<file path="config.mk">
export PLATFORM = sky130hd
export DESIGN_NAME = rx_serial_os
export DESIGN_NICKNAME = d
export VERILOG_FILES = /design/src/rtl/rx_serial_os.sv
export SDC_FILE = /design/constraint.sdc
export NUM_CORES = 1
export LEC_CHECK = 0
export BUFFER_PORTS_ARGS = -buffer_cell sky130_fd_sc_hd__clkbuf_2
export CAP_MARGIN = 20
export CORE_MARGIN = 2
export CORE_UTILIZATION = 37
export CTS_CLUSTER_SIZE = 25
export DETAILED_ROUTE_END_ITERATION = 7
export GPL_TIMING_DRIVEN = 0
export PLACE_DENSITY = 0.54
export SLEW_MARGIN = 20
export SYNTH_ARGS = -nofsm -noshare
export SYNTH_HDL_FRONTEND = slang
export SYNTH_SLANG_ARGS = --single-unit
</file>
<file path="constraint.sdc">
create_clock -name clock -period 5 [get_ports clock]
set_clock_uncertainty 0.15 [all_clocks]
set_input_delay 1 -clock clock [delete_from_list [all_inputs] [get_ports clock]]
set_output_delay 1 -clock clock [all_outputs]
set_load 0.01 [all_outputs]
</file>
<file path="src/rtl/rx_serial_os.sv">
// Oversampling asynchronous serial receiver: 2-flop synchroniser, 3-sample majority vote,
// optional parity, 1/2 stop bits, framing/overrun detection and valid/ready output.
module rx_serial_os #(
  parameter int BAUD_RATE  = 9600,
  parameter int CLOCK_HZ   = 50_000_000,
  parameter int N_BITS     = 8,
  parameter int PARITY     = 1,
  parameter int STOP_BITS  = 1,
  parameter int OVERSAMPLE = 16
) (
  input  logic              clock,
  input  logic              reset,
  input  logic              rxd,
  input  logic              ready,
  output logic              valid,
  output logic [N_BITS-1:0] data,
  output logic              parity_error,
  output logic              framing_error,
  output logic              overrun,
  output logic              busy,
  output logic [3:0]        db_estado
);

  localparam int unsigned DIV   = CLOCK_HZ / (BAUD_RATE * OVERSAMPLE);
  localparam int unsigned DIV_W = (DIV > 1) ? $clog2(DIV) : 1;
  localparam int unsigned OS_W  = $clog2(OVERSAMPLE);
  localparam int unsigned BC_W  = $clog2(N_BITS);

  localparam logic [DIV_W-1:0] DIV_LAST = DIV_W'(DIV - 1);
  localparam logic [OS_W-1:0]  SAMP0    = OS_W'(OVERSAMPLE / 2 - 1);
  localparam logic [OS_W-1:0]  SAMP1    = OS_W'(OVERSAMPLE / 2);
  localparam logic [OS_W-1:0]  SAMP2    = OS_W'(OVERSAMPLE / 2 + 1);
  localparam logic [OS_W-1:0]  OS_LAST  = OS_W'(OVERSAMPLE - 1);
  localparam logic [BC_W-1:0]  BIT_LAST = BC_W'(N_BITS - 1);
  localparam logic             STOP_LAST = 1'(STOP_BITS - 1);

  typedef enum logic [3:0] {
    ST_IDLE   = 4'd0,
    ST_START  = 4'd1,
    ST_DATA   = 4'd2,
    ST_PARITY = 4'd3,
    ST_STOP   = 4'd4,
    ST_STORE  = 4'd5
  } state_t;

  state_t state, nxt;

  logic              rxd_m, rxd_s;
  logic [DIV_W-1:0]  div_cnt;
  logic [OS_W-1:0]   os_cnt;
  logic [1:0]        samp;
  logic [BC_W-1:0]   bit_cnt;
  logic              stop_cnt;
  logic [N_BITS-1:0] shreg;
  logic              perr_f, ferr_f;
  logic              tick, decide, bit_end, maj;

  assign tick    = (div_cnt == DIV_LAST);
  assign decide  = tick && (os_cnt == SAMP2);
  assign bit_end = tick && (os_cnt == OS_LAST);
  // Third sample is taken live from rxd_s at the decision tick.
  assign maj     = (samp[0] & samp[1]) | (samp[0] & rxd_s) | (samp[1] & rxd_s);

  always_ff @(posedge clock) begin
    if (reset) state <= ST_IDLE;
    else       state <= nxt;
  end

  always_comb begin
    nxt = state;
    unique case (state)
      ST_IDLE:   if (!rxd_s) nxt = ST_START;
      ST_START: begin
        if (decide && maj) nxt = ST_IDLE;
        else if (bit_end)  nxt = ST_DATA;
      end
      ST_DATA:   if (bit_end && bit_cnt == BIT_LAST)
                   nxt = (PARITY != 0) ? ST_PARITY : ST_STOP;
      ST_PARITY: if (bit_end) nxt = ST_STOP;
      // Leave right after the last stop sample so the next start edge can be caught early.
      ST_STOP:   if (decide && stop_cnt == STOP_LAST) nxt = ST_STORE;
      ST_STORE:  nxt = ST_IDLE;
      default:   nxt = ST_IDLE;
    endcase
  end

  always_comb begin
    busy      = (state != ST_IDLE);
    db_estado = state;
  end

  always_ff @(posedge clock) begin
    if (reset) begin
      rxd_m    <= 1'b1;
      rxd_s    <= 1'b1;
      div_cnt  <= '0;
      os_cnt   <= '0;
      samp     <= '1;
      bit_cnt  <= '0;
      stop_cnt <= 1'b0;
      shreg    <= '0;
      perr_f   <= 1'b0;
      ferr_f   <= 1'b0;
    end else begin
      rxd_m <= rxd;
      rxd_s <= rxd_m;
      if (state == ST_IDLE) begin
        div_cnt  <= '0;
        os_cnt   <= '0;
        bit_cnt  <= '0;
        stop_cnt <= 1'b0;
        perr_f   <= 1'b0;
        ferr_f   <= 1'b0;
      end else begin
        div_cnt <= tick ? '0 : div_cnt + 1'b1;
        if (tick) os_cnt <= (os_cnt == OS_LAST) ? '0 : os_cnt + 1'b1;
        if (tick && os_cnt == SAMP0) samp[0] <= rxd_s;
        if (tick && os_cnt == SAMP1) samp[1] <= rxd_s;
        if (decide) begin
          case (state)
            ST_DATA:   shreg <= {maj, shreg[N_BITS-1:1]};
            ST_PARITY: perr_f <= (PARITY == 1) ? ~(^shreg ^ maj) : (^shreg ^ maj);
            ST_STOP:   if (!maj) ferr_f <= 1'b1;
            default: ;
          endcase
        end
        if (bit_end) begin
          case (state)
            ST_DATA: bit_cnt  <= bit_cnt + 1'b1;
            ST_STOP: stop_cnt <= stop_cnt + 1'b1;
            default: ;
          endcase
        end
      end
    end
  end

  always_ff @(posedge clock) begin
    if (reset) begin
      valid         <= 1'b0;
      data          <= '0;
      parity_error  <= 1'b0;
      framing_error <= 1'b0;
      overrun       <= 1'b0;
    end else begin
      if (valid && ready) begin
        valid   <= 1'b0;
        overrun <= 1'b0;
      end
      if (state == ST_STORE) begin
        if (!valid || ready) begin
          valid         <= 1'b1;
          data          <= shreg;
          parity_error  <= perr_f;
          framing_error <= ferr_f;
        end else begin
          overrun <= 1'b1;
        end
      end
    end
  end

endmodule

</file>
==> out/qor.txt <==
Critical path class -> reg2out
Pre-Repair DR Iteration Count -> 4
ANT nets after route -> 0
First-pass GRT wire length -> 7086 um
Synth Register Bits -> 46
Fmax -> 355.5 MHz
Hold EP -> rxd_s
Share of synthesized registers carrying an async set or reset -> 0%
CTS resizes -> 0
Cells after DPL -> 313
Final period utilization -> 56.25%
Final hold viol count -> 0
Worst Hold Depth -> 1
Vias in the first global route -> 1494
Number of max-cap violations -> 0
CORE AREA -> 5507 um2
Combinational share of power -> 3.6%
Die width -> 79.29 um
Min-delay worst type -> reg2reg
Max IR drop VDD -> 0.1121 mV
Die height -> 79.29 um
Reg2Reg Depth -> 7
Critical path, cell by cell -> clkbuf_1 -> nor3_1 -> inv_1 -> clkbuf_2
Post-Syn Instances -> 222
Static Leakage -> 0.8860 nW
R2R setup slack -> 2.84 ns
# DRC -> 0
Synthesized cell area -> 2097 um2
Setup TNS -> 0 ns
Crit. End Element -> output pin
Cell Rows -> 27
Sequential share of the synthesized area -> 43.91%
DRT Wirelength -> 3958 um
Worst R2R Start -> div_cnt[0]
Primary FF master, synth -> dfxtp_1
Routed length per instance -> 12.33 um
Syn Nets -> 233
Register share of total power -> 59.4%
CTS clk-pin slew, worst paths -> 0.09 ns
RSZ-0062 raised after global routing -> false
Drt first-iter violations -> 84
Synth cell types -> 41
Total global routing overflow -> 0
Final Core Density -> 43.01%
Slew @ Worst Pin -> 0.6962 ns
Postcts setup bufs -> 0
Final setup fails -> 0
Hold_sp -> rxd_m
Slew headroom -> 53.24%
Initial Util -> 38.08%
CTS buffer count -> 5
I/O Buffers -> 19
Dpl hpwl -> 2802 um
Worst-Skew Late Latency -> 0.30 ns
Clk pwr share -> 37.0%
Startpoint types -> flop
Area delta synth->final -> 12.95%
Clk sinks -> 46
NetSw -> 0.1479 mW
Status -> finished, final reports clean
Share of cells above drive strength 1 -> 15.66%
Syn. warnings -> 0
Largest net degree at the start of global routing -> 15
CTS Root Cell -> clkbuf_8
Final min period -> 2.813 ns
Clock tree buffer depth -> 2
Internal -> 0.4745 mW
CTS tree -> yes
Drt via density -> 4.729
Slew Limit Fails -> 0
Synthesized area per cell -> 9.446 um2
Finished Layout Cells -> 321
CP Max Fanout -> 10
Slowest CP cell -> nor3_1
Sw Ratio -> 23.76%
Final GP Congestion -> 0.7869
Slowest cell delay on critical path -> 0.57 ns
CTS Hold Bufs -> 0
All-Layer GR Usage -> 14.54%
Initial antenna violation count -> 0
Worst path required time -> 3.85 ns
Antenna diode count -> 0
CP Launch Point -> db_estado[1]
Htree depth -> 2
Final Total Pwr -> 0.6223 mW
Die area -> 6286 um2
Number of synthesized flops with an enable pin -> 0
Via Count -> 1518
I/O Pins -> 21
CP Data Arrival Time -> 1.66 ns
Nets -> 259
PD cells -> 262.8 nW/um2
Reg2reg end -> shreg[3]
cells in the mapped netlist, types with 2 or more instances:
master    count  area [um2]
and3_1        3       18.77
a21oi_1       6       30.03
nor2_1       39       146.4
nor4_1        2       12.51
xnor2_1       9       78.83
o21ai_0       3       15.01
and4bb_4      2       32.53
nand4_1       3       18.77
nand3_1       5       25.02
buf_2         2       10.01
nor3_1        4       20.02
dfxtp_1      46       920.9
and3_2        2       15.01
nand2_1      12       45.04
or2_2         3       18.77
nand2b_1      6       37.54
inv_1         8       30.03
clkbuf_1      7       26.28
o31ai_1       2       15.01
ha_1          7       87.58
xor2_1        8       70.07
mux2i_1      24       240.2
final cells by class:
type | count | area (um2)
tap | 72 | 90.09
inverter | 8 | 30.03
timing repair buffer | 19 | 95.09
sequential | 46 | 920.9
fill | 574 | 3138
clock inverter | 2 | 13.76
clock buffer | 6 | 72.57
buffer | 10 | 43.79
multi-input combinational | 158 | 1102
critical path: cells and delay by family (launching register included):
kind,cells,cell delay (ns)
flops,1,0.34
simple gates,1,0.57
buf+inv,3,0.45
cells by family after synthesis:
group | after synthesis | share of synthesized area [%]
mux | 24 | 11.46
compound gates | 20 | 6.206
fa+ha+maj | 7 | 4.176
simple gates | 88 | 22.38
flops | 46 | 43.91
buf+inv | 18 | 3.521
other cells | 1 | 0.1788
xor+xnor | 18 | 8.174
placed cells by master, fill, tap and decap left out, drive strengths merged, types with 7 or more instances in the layout:
master and n:
dfxtp 46, nor2 39, clkbuf 32, mux2i 24, nand2 12, xnor2 9
inv 8, xor2 8, ha 7
worst max path at each step:
stage	endpoint	slack, ns
floorplan	busy	2.88
global placement	busy	2.52
detailed placement	busy	2.53
CTS	busy	2.19
global route	busy	2.08
finish	busy	2.19
flip-flops by register name, summed over array words and instances, names as in the netlist:
| register | count |
|---|---|
| stop_cnt | 1 |
| framing_error | 1 |
| ferr_f | 1 |
| perr_f | 1 |
| overrun | 1 |
| rxd_s | 1 |
| shreg | 8 |
| samp | 2 |
| div_cnt | 9 |
| rxd_m | 1 |
| bit_cnt | 3 |
| valid | 1 |
| data | 8 |
| parity_error | 1 |
| os_cnt | 4 |
| db_estado | 3 |
layer usage:
metal  global-route usage (%)  up-vias  wire length, um
met2                    22.29       16             1723
met5                        0        -                0
li1                         -      799                -
met1                    19.10      697             2023
met3                    4.432        6              142
met4                    5.690        0               67
power by group through the flow:
stage          logic [mW]  registers, mW  clock network, mW
3_5_place_dp       0.0226          0.378                  0
4_1_cts            0.0227          0.370              0.238
6_report           0.0223          0.370              0.230
5_1_grt            0.0255          0.370              0.254
2_1_floorplan      0.0150          0.378                  0
3_3_place_gp       0.0226          0.378                  0
through the flow:
| step | hold slack (ns) | area, um2 | setup WS (ns) |
|---|---|---|---|
| after CTS | 0.2686 | 2369 | 2.186 |
| after global placement | 0.2589 | 2282 | 2.515 |
| after floorplan | 0.2395 | 2097 | 2.883 |
| after detailed placement | 0.2427 | 2282 | 2.534 |
| final | 0.2658 | 2369 | 2.187 |
| after global routing | 0.2995 | 2369 | 2.075 |
No activity file was read; power rests on OpenSTA's default activity.
